==> src/rtl/mc_main_fsm.sv <==
// mc_main_fsm
// Main control state machine for the multicycle RV32I core. It steps the
// shared datapath through fetch, decode and execute over several cycles per
// instruction. It also counts retired instructions and enters a sticky trap
// state when it decodes an illegal opcode.
//
// Memory handshake: the FSM holds mem_req high, with stable AdrSrc, MemWrite
// and datapath controls, until mem_ready is seen. The transfer completes in
// the cycle where mem_req and mem_ready are both high. The FSM ignores
// mem_ready in any state that does not request memory.
//
// Ports:
//   clk, rst_n     clock and asynchronous active-low reset
//   op             IR opcode field
//   Zero           ALU zero flag (branch condition)
//   mem_ready      memory completes the current request this cycle
//   mem_req        memory request valid
//   AdrSrc         memory address: 0 = PC, 1 = Result
//   MemWrite       write strobe, qualified by mem_req
//   IRWrite        load IR and OldPC
//   PCWrite        load PC (PCUpdate | Branch & Zero)
//   RegWrite       register-file write enable
//   ResultSrc      00 = ALUOut, 01 = Data, 10 = ALUResult
//   ALUSrcA        00 = PC, 01 = OldPC, 10 = RD1
//   ALUSrcB        00 = RD2, 01 = ImmExt, 10 = constant 4
//   ALUOp          00 = add, 01 = sub, 10 = funct decode
//   retire         one-cycle pulse when an instruction completes
//   instret        retired-instruction count (wraps)
//   trap           illegal opcode seen; sticky until reset
//   o_dbg_state    current state register, for observation
module mc_main_fsm #(
  parameter int CNT_W = 32
) (
  input  logic             clk,
  input  logic             rst_n,
  input  logic [6:0]       op,
  input  logic             Zero,
  input  logic             mem_ready,
  output logic             mem_req,
  output logic             AdrSrc,
  output logic             MemWrite,
  output logic             IRWrite,
  output logic             PCWrite,
  output logic             RegWrite,
  output logic [1:0]       ResultSrc,
  output logic [1:0]       ALUSrcA,
  output logic [1:0]       ALUSrcB,
  output logic [1:0]       ALUOp,
  output logic             retire,
  output logic [CNT_W-1:0] instret,
  output logic             trap,
  output logic [3:0]       o_dbg_state
);

  typedef enum logic [3:0] {
    S_BOOT     = 4'd0,
    S_FETCH    = 4'd1,
    S_DECODE   = 4'd2,
    S_MEMADR   = 4'd3,
    S_MEMREAD  = 4'd4,
    S_MEMWB    = 4'd5,
    S_MEMWRITE = 4'd6,
    S_EXECR    = 4'd7,
    S_EXECI    = 4'd8,
    S_ALUWB    = 4'd9,
    S_JAL      = 4'd10,
    S_BEQ      = 4'd11,
    S_TRAP     = 4'd12
  } state_t;

  localparam logic [6:0] OP_LW   = 7'b0000011;
  localparam logic [6:0] OP_SW   = 7'b0100011;
  localparam logic [6:0] OP_R    = 7'b0110011;
  localparam logic [6:0] OP_I    = 7'b0010011;
  localparam logic [6:0] OP_JAL  = 7'b1101111;
  localparam logic [6:0] OP_BEQ  = 7'b1100011;

  state_t           r_state;
  state_t           w_next;
  logic             w_pc_update;
  logic             w_branch;
  logic [CNT_W-1:0] r_instret;

  always_ff @(posedge clk or negedge rst_n) begin
    if (!rst_n) begin
      r_state <= S_BOOT;
    end else begin
      r_state <= w_next;
    end
  end

  always_comb begin
    w_next      = r_state;
    w_pc_update = 1'b0;
    w_branch    = 1'b0;
    mem_req     = 1'b0;
    AdrSrc      = 1'b0;
    MemWrite    = 1'b0;
    IRWrite     = 1'b0;
    RegWrite    = 1'b0;
    ResultSrc   = 2'b00;
    ALUSrcA     = 2'b00;
    ALUSrcB     = 2'b00;
    ALUOp       = 2'b00;
    retire      = 1'b0;
    trap        = 1'b0;
    case (r_state)
      S_BOOT: begin
        w_next = S_FETCH;
      end
      S_FETCH: begin
        // PC + 4 comes straight from the ALU into PC while the IR loads.
        mem_req   = 1'b1;
        ALUSrcB   = 2'b10;
        ResultSrc = 2'b10;
        if (mem_ready) begin
          IRWrite     = 1'b1;
          w_pc_update = 1'b1;
          w_next      = S_DECODE;
        end
      end
      S_DECODE: begin
        // OldPC + imm is captured in ALUOut as the branch/jump target.
        ALUSrcA = 2'b01;
        ALUSrcB = 2'b01;
        case (op)
          OP_LW, OP_SW: w_next = S_MEMADR;
          OP_R:         w_next = S_EXECR;
          OP_I:         w_next = S_EXECI;
          OP_JAL:       w_next = S_JAL;
          OP_BEQ:       w_next = S_BEQ;
          default:      w_next = S_TRAP;
        endcase
      end
      S_MEMADR: begin
        ALUSrcA = 2'b10;
        ALUSrcB = 2'b01;
        w_next  = (op == OP_LW) ? S_MEMREAD : S_MEMWRITE;
      end
      S_MEMREAD: begin
        mem_req = 1'b1;
        AdrSrc  = 1'b1;
        if (mem_ready) begin
          w_next = S_MEMWB;
        end
      end
      S_MEMWB: begin
        ResultSrc = 2'b01;
        RegWrite  = 1'b1;
        retire    = 1'b1;
        w_next    = S_FETCH;
      end
      S_MEMWRITE: begin
        mem_req  = 1'b1;
        MemWrite = 1'b1;
        AdrSrc   = 1'b1;
        if (mem_ready) begin
          retire = 1'b1;
          w_next = S_FETCH;
        end
      end
      S_EXECR: begin
        ALUSrcA = 2'b10;
        ALUOp   = 2'b10;
        w_next  = S_ALUWB;
      end
      S_EXECI: begin
        ALUSrcA = 2'b10;
        ALUSrcB = 2'b01;
        ALUOp   = 2'b10;
        w_next  = S_ALUWB;
      end
      S_JAL: begin
        // The target sits in ALUOut from DECODE; the ALU forms OldPC + 4 as
        // the link value, which ALUWB writes back.
        ALUSrcA     = 2'b01;
        ALUSrcB     = 2'b10;
        w_pc_update = 1'b1;
        w_next      = S_ALUWB;
      end
      S_ALUWB: begin
        RegWrite = 1'b1;
        retire   = 1'b1;
        w_next   = S_FETCH;
      end
      S_BEQ: begin
        ALUSrcA  = 2'b10;
        ALUOp    = 2'b01;
        w_branch = 1'b1;
        retire   = 1'b1;
        w_next   = S_FETCH;
      end
      S_TRAP: begin
        trap   = 1'b1;
        w_next = S_TRAP;
      end
      default: begin
        w_next = S_BOOT;
      end
    endcase
    // Zero reaches PCWrite in the same cycle; no register in the path.
    PCWrite = w_pc_update | (w_branch & Zero);
  end

  always_ff @(posedge clk or negedge rst_n) begin
    if (!rst_n) begin
      r_instret <= '0;
    end else if (retire) begin
      r_instret <= r_instret + {{(CNT_W-1){1'b0}}, 1'b1};
    end
  end

  assign instret     = r_instret;
  assign o_dbg_state = r_state;

endmodule

==> config.mk <==
export PLATFORM = sky130hd
export DESIGN_NAME = mc_main_fsm
export DESIGN_NICKNAME = d
export VERILOG_FILES = /design/src/rtl/mc_main_fsm.sv
export SDC_FILE = /design/constraint.sdc
export NUM_CORES = 1
export LEC_CHECK = 0
export ABC_AREA = 1
export BUFFER_PORTS_ARGS = -buffer_cell sky130_fd_sc_hd__buf_2
export CORE_UTILIZATION = 30
export CTS_CLUSTER_DIAMETER = 80
export DETAILED_ROUTE_END_ITERATION = 8
export PLACE_DENSITY = 0.47
export SLEW_MARGIN = 20
export SYNTH_ARGS = -nofsm -noshare
export SYNTH_HDL_FRONTEND = slang
export SYNTH_SLANG_ARGS = --single-unit
==> constraint.sdc <==
create_clock -name clk -period 3.6 [get_ports clk]
set_input_delay 0.72 -clock clk [delete_from_list [all_inputs] [get_ports clk]]
set_output_delay 0.72 -clock clk [all_outputs]
set_load 0.1 [all_outputs]
Word-level counts from Yosys, hierarchy flattened. Cells that the tools add are included.

Flip-flop bits (word level): 36. Input port bits: 11. Output and inout bits: 52. Word-level logic and storage cells: 60.

Add/sub/neg operators: 1. Equality and inequality tests: 21. Muxes and demuxes: 20. Bitwise gates (word level): 2. Reductions and logical operators: 14.

Operators with widths (count): 32-bit by 1-bit adder with 32-bit output, second input constant (1); 4-bit case mux with 8 select lines (1); 4-bit == test, second input constant (5); 4-bit case mux with 5 select lines (1); 4-bit by 3-bit == test with 1-bit output, second input constant (4); 2-bit case mux with 2 select lines (4); 7-bit by 6-bit == test with 1-bit output, second input constant (2); 7-bit == test, second input constant (2); 4-bit two-way mux (3); 2-bit OR reduction (6); 3-bit OR reduction (4); 4-bit by 2-bit == test with 1-bit output, second input constant (2); 1-bit two-way mux (8); 4-bit OR reduction (2); 7-bit by 2-bit == test with 1-bit output, second input constant (1); 7-bit by 5-bit == test with 1-bit output, second input constant (1); 2-bit != test, second input constant (3); 4-bit by 1-bit == test with 1-bit output, second input constant (1); 4-bit logical NOT (1); 1-bit case mux with 2 select lines (2); 3-bit AND reduction (1); 2-bit two-way mux (1); 1-bit bitwise AND (1); 1-bit bitwise OR (1).

Depth between registers and ports, before layout.
Word-level depth: 4. Gate-level depth with buffers: 10. Gate-level depth less buffers: 10.

Worst setup path before layout. OpenSTA, ideal clock, no wires.

Kind: register -> output. Start: register r_state[0], in the netlist o_dbg_state[0]. End: output port PCWrite. Data arrival time: 4.409 ns. Required time: 2.880 ns. Path slack: -1.529 ns. Cell stages (with the launch flop): 7. Buffers on the path: 0. Cells stage by stage: dfrtp_1 > inv_2 > nor2_1 > inv_1 > nor2_2 > inv_2 > o21ai_0.

Word-level cells in the longest chain between the ends: 4. Elaborated cells on any way between the ends: 7. Those cells by class: 3 x eq/ne; 2 x mux; 2 x bitwise.

RTL lines: from (decl) (RTL line 78) `state_t r_state;`; from (signal assigned) (RTL line 88) `r_state <= w_next;`; 4-bit == test (RTL line 107) `case (r_state)`; 1-bit two-way mux (RTL line 107); 1-bit bitwise AND (RTL line 202) `PCWrite = w_pc_update | (w_branch & Zero);`; 1-bit bitwise OR (*) (RTL line 202); to (decl) (RTL line 43) `output logic PCWrite,`.

Every way passes the cells marked *; elsewhere a longest branch is shown, timed or not.

Final worst setup path.
Start: register r_state[2], in the netlist o_dbg_state[2]. End: output port PCWrite.

The elaborated chain is that of the path after synthesis.

==> out/qor.txt <==
Status = finished clean
Worst-path clk slew = 80 ps
Pwr Density = 740 mW/mm^2
Startpoint Class = flip-flop
Pins over their slew limit = 0
Setup Buffers After CTS = 0
Area grow syn2layout = 20.7%
Initial DRC count = 104
Static Leak = 0.00152 uW
Core area = 0.00785 sq mm
Fill count = 896
Final setup viols = 0
First-pass GRT wire length = 11.5 mm
Fin util = 0.379
Crit path capture type = primary output
Synth unique cells = 24
HPWL after detailed placement = 5.22 mm
Via density = 4.48
Clock Tree Buf Depth = 2
Fin Setup TNS = 0 ps
Commonest non-fill, non-tap cell in the layout = nand2_1
CP required = 2880 ps
Crit path max-delay family = buffers and inverters
Worst Tran Pin Value = 863 ps
Synth Area in Compound Gates = 0.0239
CTS H-tree lvls = 2
Worst vdd ir = 0.850 mV
Relative slew slack = 0.424
CP max-delay cell = dfrtp_1
Final antenna-violating net count = 0
Clock root buffer = clkbuf_8
CP Data Arrival Time = 1870 ps
Avg Inst Size Synth = 6.43 sq um
Post-synthesis simple-gate area fraction = 0.468
Final GP Congestion = 0.872
CTS tree = done
Via count = 2472
CP max stage delay = 480 ps
Total CTS buffers = 5
Clock Skew = 8.03 ps
Crit path cell chain = nor2_1, inv_2, nor2_4, inv_2, o21ai_4, buf_2
Synth Area in Adders = 0.00508
Max cap viols = 0
Most frequent cells in the layout = nand2_1, buf_2, nor2_1
DIE WIDTH = 92.6 um
Achievable Freq = 386 MHz
Most common cell on crit path = inv_2
GRT overflow = 0
WS Path Type = flip-flop to primary output
Vias in the first global route = 2371
Synth Flop Type = dfrtp_1
Buffer and inverter count on the worst path = 3
Cell row count = 32
Hold Buf Count CTS = 0
Io pins = 63
Synth Register Bits = 36
Die area = 0.00857 sq mm
Syn nets = 395
Routed len/inst = 12.2 um
Mux cell area share after synthesis = 0
Largest family of logic cells by synthesized area = simple AND/OR/NAND/NOR gates
Layout cells sized above 1 = 0.193
Synthesized area = 0.00246 sq mm
Post-synth EDFFs = 0
Drt first pass iters = 4
Tmin final = 2590 ps
# nets final = 461
XOR/XNOR Fraction of Synth Area = 0.0569
Clock sinks = 36
IO Port Bufs = 62
Worst skew pair latency = 290 ps
Largest net degree at the start of global routing = 39
Resized cells post-CTS = 0
Final WL = 6.73 mm
Mapped Cells = 383
Tot GR Track Use = 0.172
Hold Crit Class = flip-flop to flip-flop
Die height = 92.6 um
Initial antenna violation count = 0
Post-synthesis sequential area ratio = 0.366
Crit Path Max Fanout = 8
RSZ-0062 raised after global routing = no
Async S/R FF share, synth = 1.00
Residual DRC count = 0
Initial Util = 0.314
Period utilization = 0.719
Ant diodes = 0
Fin. Hold Viols = 0
YS warnings = 0
[flip-flops by register name (all words and copies together) (netlist names)]
signal	count
instret	32
o_dbg_state	4
[path summary, 6_finish.rpt]
kind                                 from             end  slack [ps]  depth (start not counted)
setup / recovery           o_dbg_state[2]         PCWrite        1010                          6
hold / removal                instret[10]     instret[10]         520                          1
setup reg to reg           o_dbg_state[0]     instret[27]        1750                          9
hold reg to reg               instret[10]     instret[10]         520                          1
max in group asynchronous           rst_n     instret[17]        2530                          1
min in group asynchronous           rst_n  o_dbg_state[2]         540                          1
[cell usage after synthesis, types with 2 or more instances]
library cell | number | share of area
nand2_2 | 2 | 0.0051
inv_2 | 5 | 0.0076
nand3_1 | 8 | 0.016
o21ai_1 | 3 | 0.0061
inv_1 | 34 | 0.052
nor3_1 | 5 | 0.010
o21ai_0 | 5 | 0.010
xor2_1 | 4 | 0.014
nand2_4 | 2 | 0.0091
xnor2_1 | 12 | 0.043
nand3b_1 | 12 | 0.037
nor2_2 | 4 | 0.010
nand2_1 | 177 | 0.27
nor2_1 | 62 | 0.095
dfrtp_1 | 36 | 0.37
a21oi_1 | 2 | 0.0041
buf_6 | 2 | 0.0091
nand4_1 | 2 | 0.0051
[kinds of logic after synthesis]
kind of cell,Yosys count
and+or+nand+nor,276
adders and majority gates,1
buffers and inverters,43
xor gates and xnor gates,16
DFF,36
AOI/OAI and AO/OA,11
[layout make-up]
cell class / count / area, sq um / area share
multi-input combinational: 304 / 1390 / 0.467
sequential: 36 / 901 / 0.303
timing repair buffer: 63 / 318 / 0.107
inverter: 39 / 146 / 0.0493
tap: 102 / 128 / 0.0429
clock buffer: 8 / 90.1 / 0.0303
[through the flow]
| stage | hold slack [ps] | instance area (sq um) | total power, uW | cells | worst slack, ps |
|---|---|---|---|---|---|
| after global routing | 549 | 2970 | 2310 | 552 | 902 |
| after CTS | 519 | 2970 | 2220 | 552 | 999 |
| final | 515 | 2970 | 2200 | 552 | 1010 |
| after detailed placement | 508 | 2880 | 1900 | 544 | 1320 |
| after global placement | 510 | 2880 | 1910 | 544 | 1350 |
| after floorplan | 424 | 2490 | 1720 | 383 | 196 |
[where the power goes]
part | total (uW) | switching [uW] | internal [uW]
logic | 1370 | 1180 | 198
registers | 512 | 62.3 | 450
clock network | 313 | 156 | 157
[layer usage]
metal | track usage | up-vias | routed length, um
li1 | - | 1289 | -
met1 | 0.242 | 1128 | 3450
met2 | 0.264 | 50 | 2960
met3 | 0.0369 | 5 | 246
met4 | 0.0495 | 0 | 68
met5 | 0 | - | 0
[worst reg2reg max path: stages (launching register included)]
cell     delay [ps]
dfrtp_1         460
inv_2            90
nand2_1         140
nor2_4          150
nand2_2          70
nand3_4          90
buf_4           390
inv_2           180
nand2_1          90
nand2_1          60
Power figures use the tool's default switching activity.
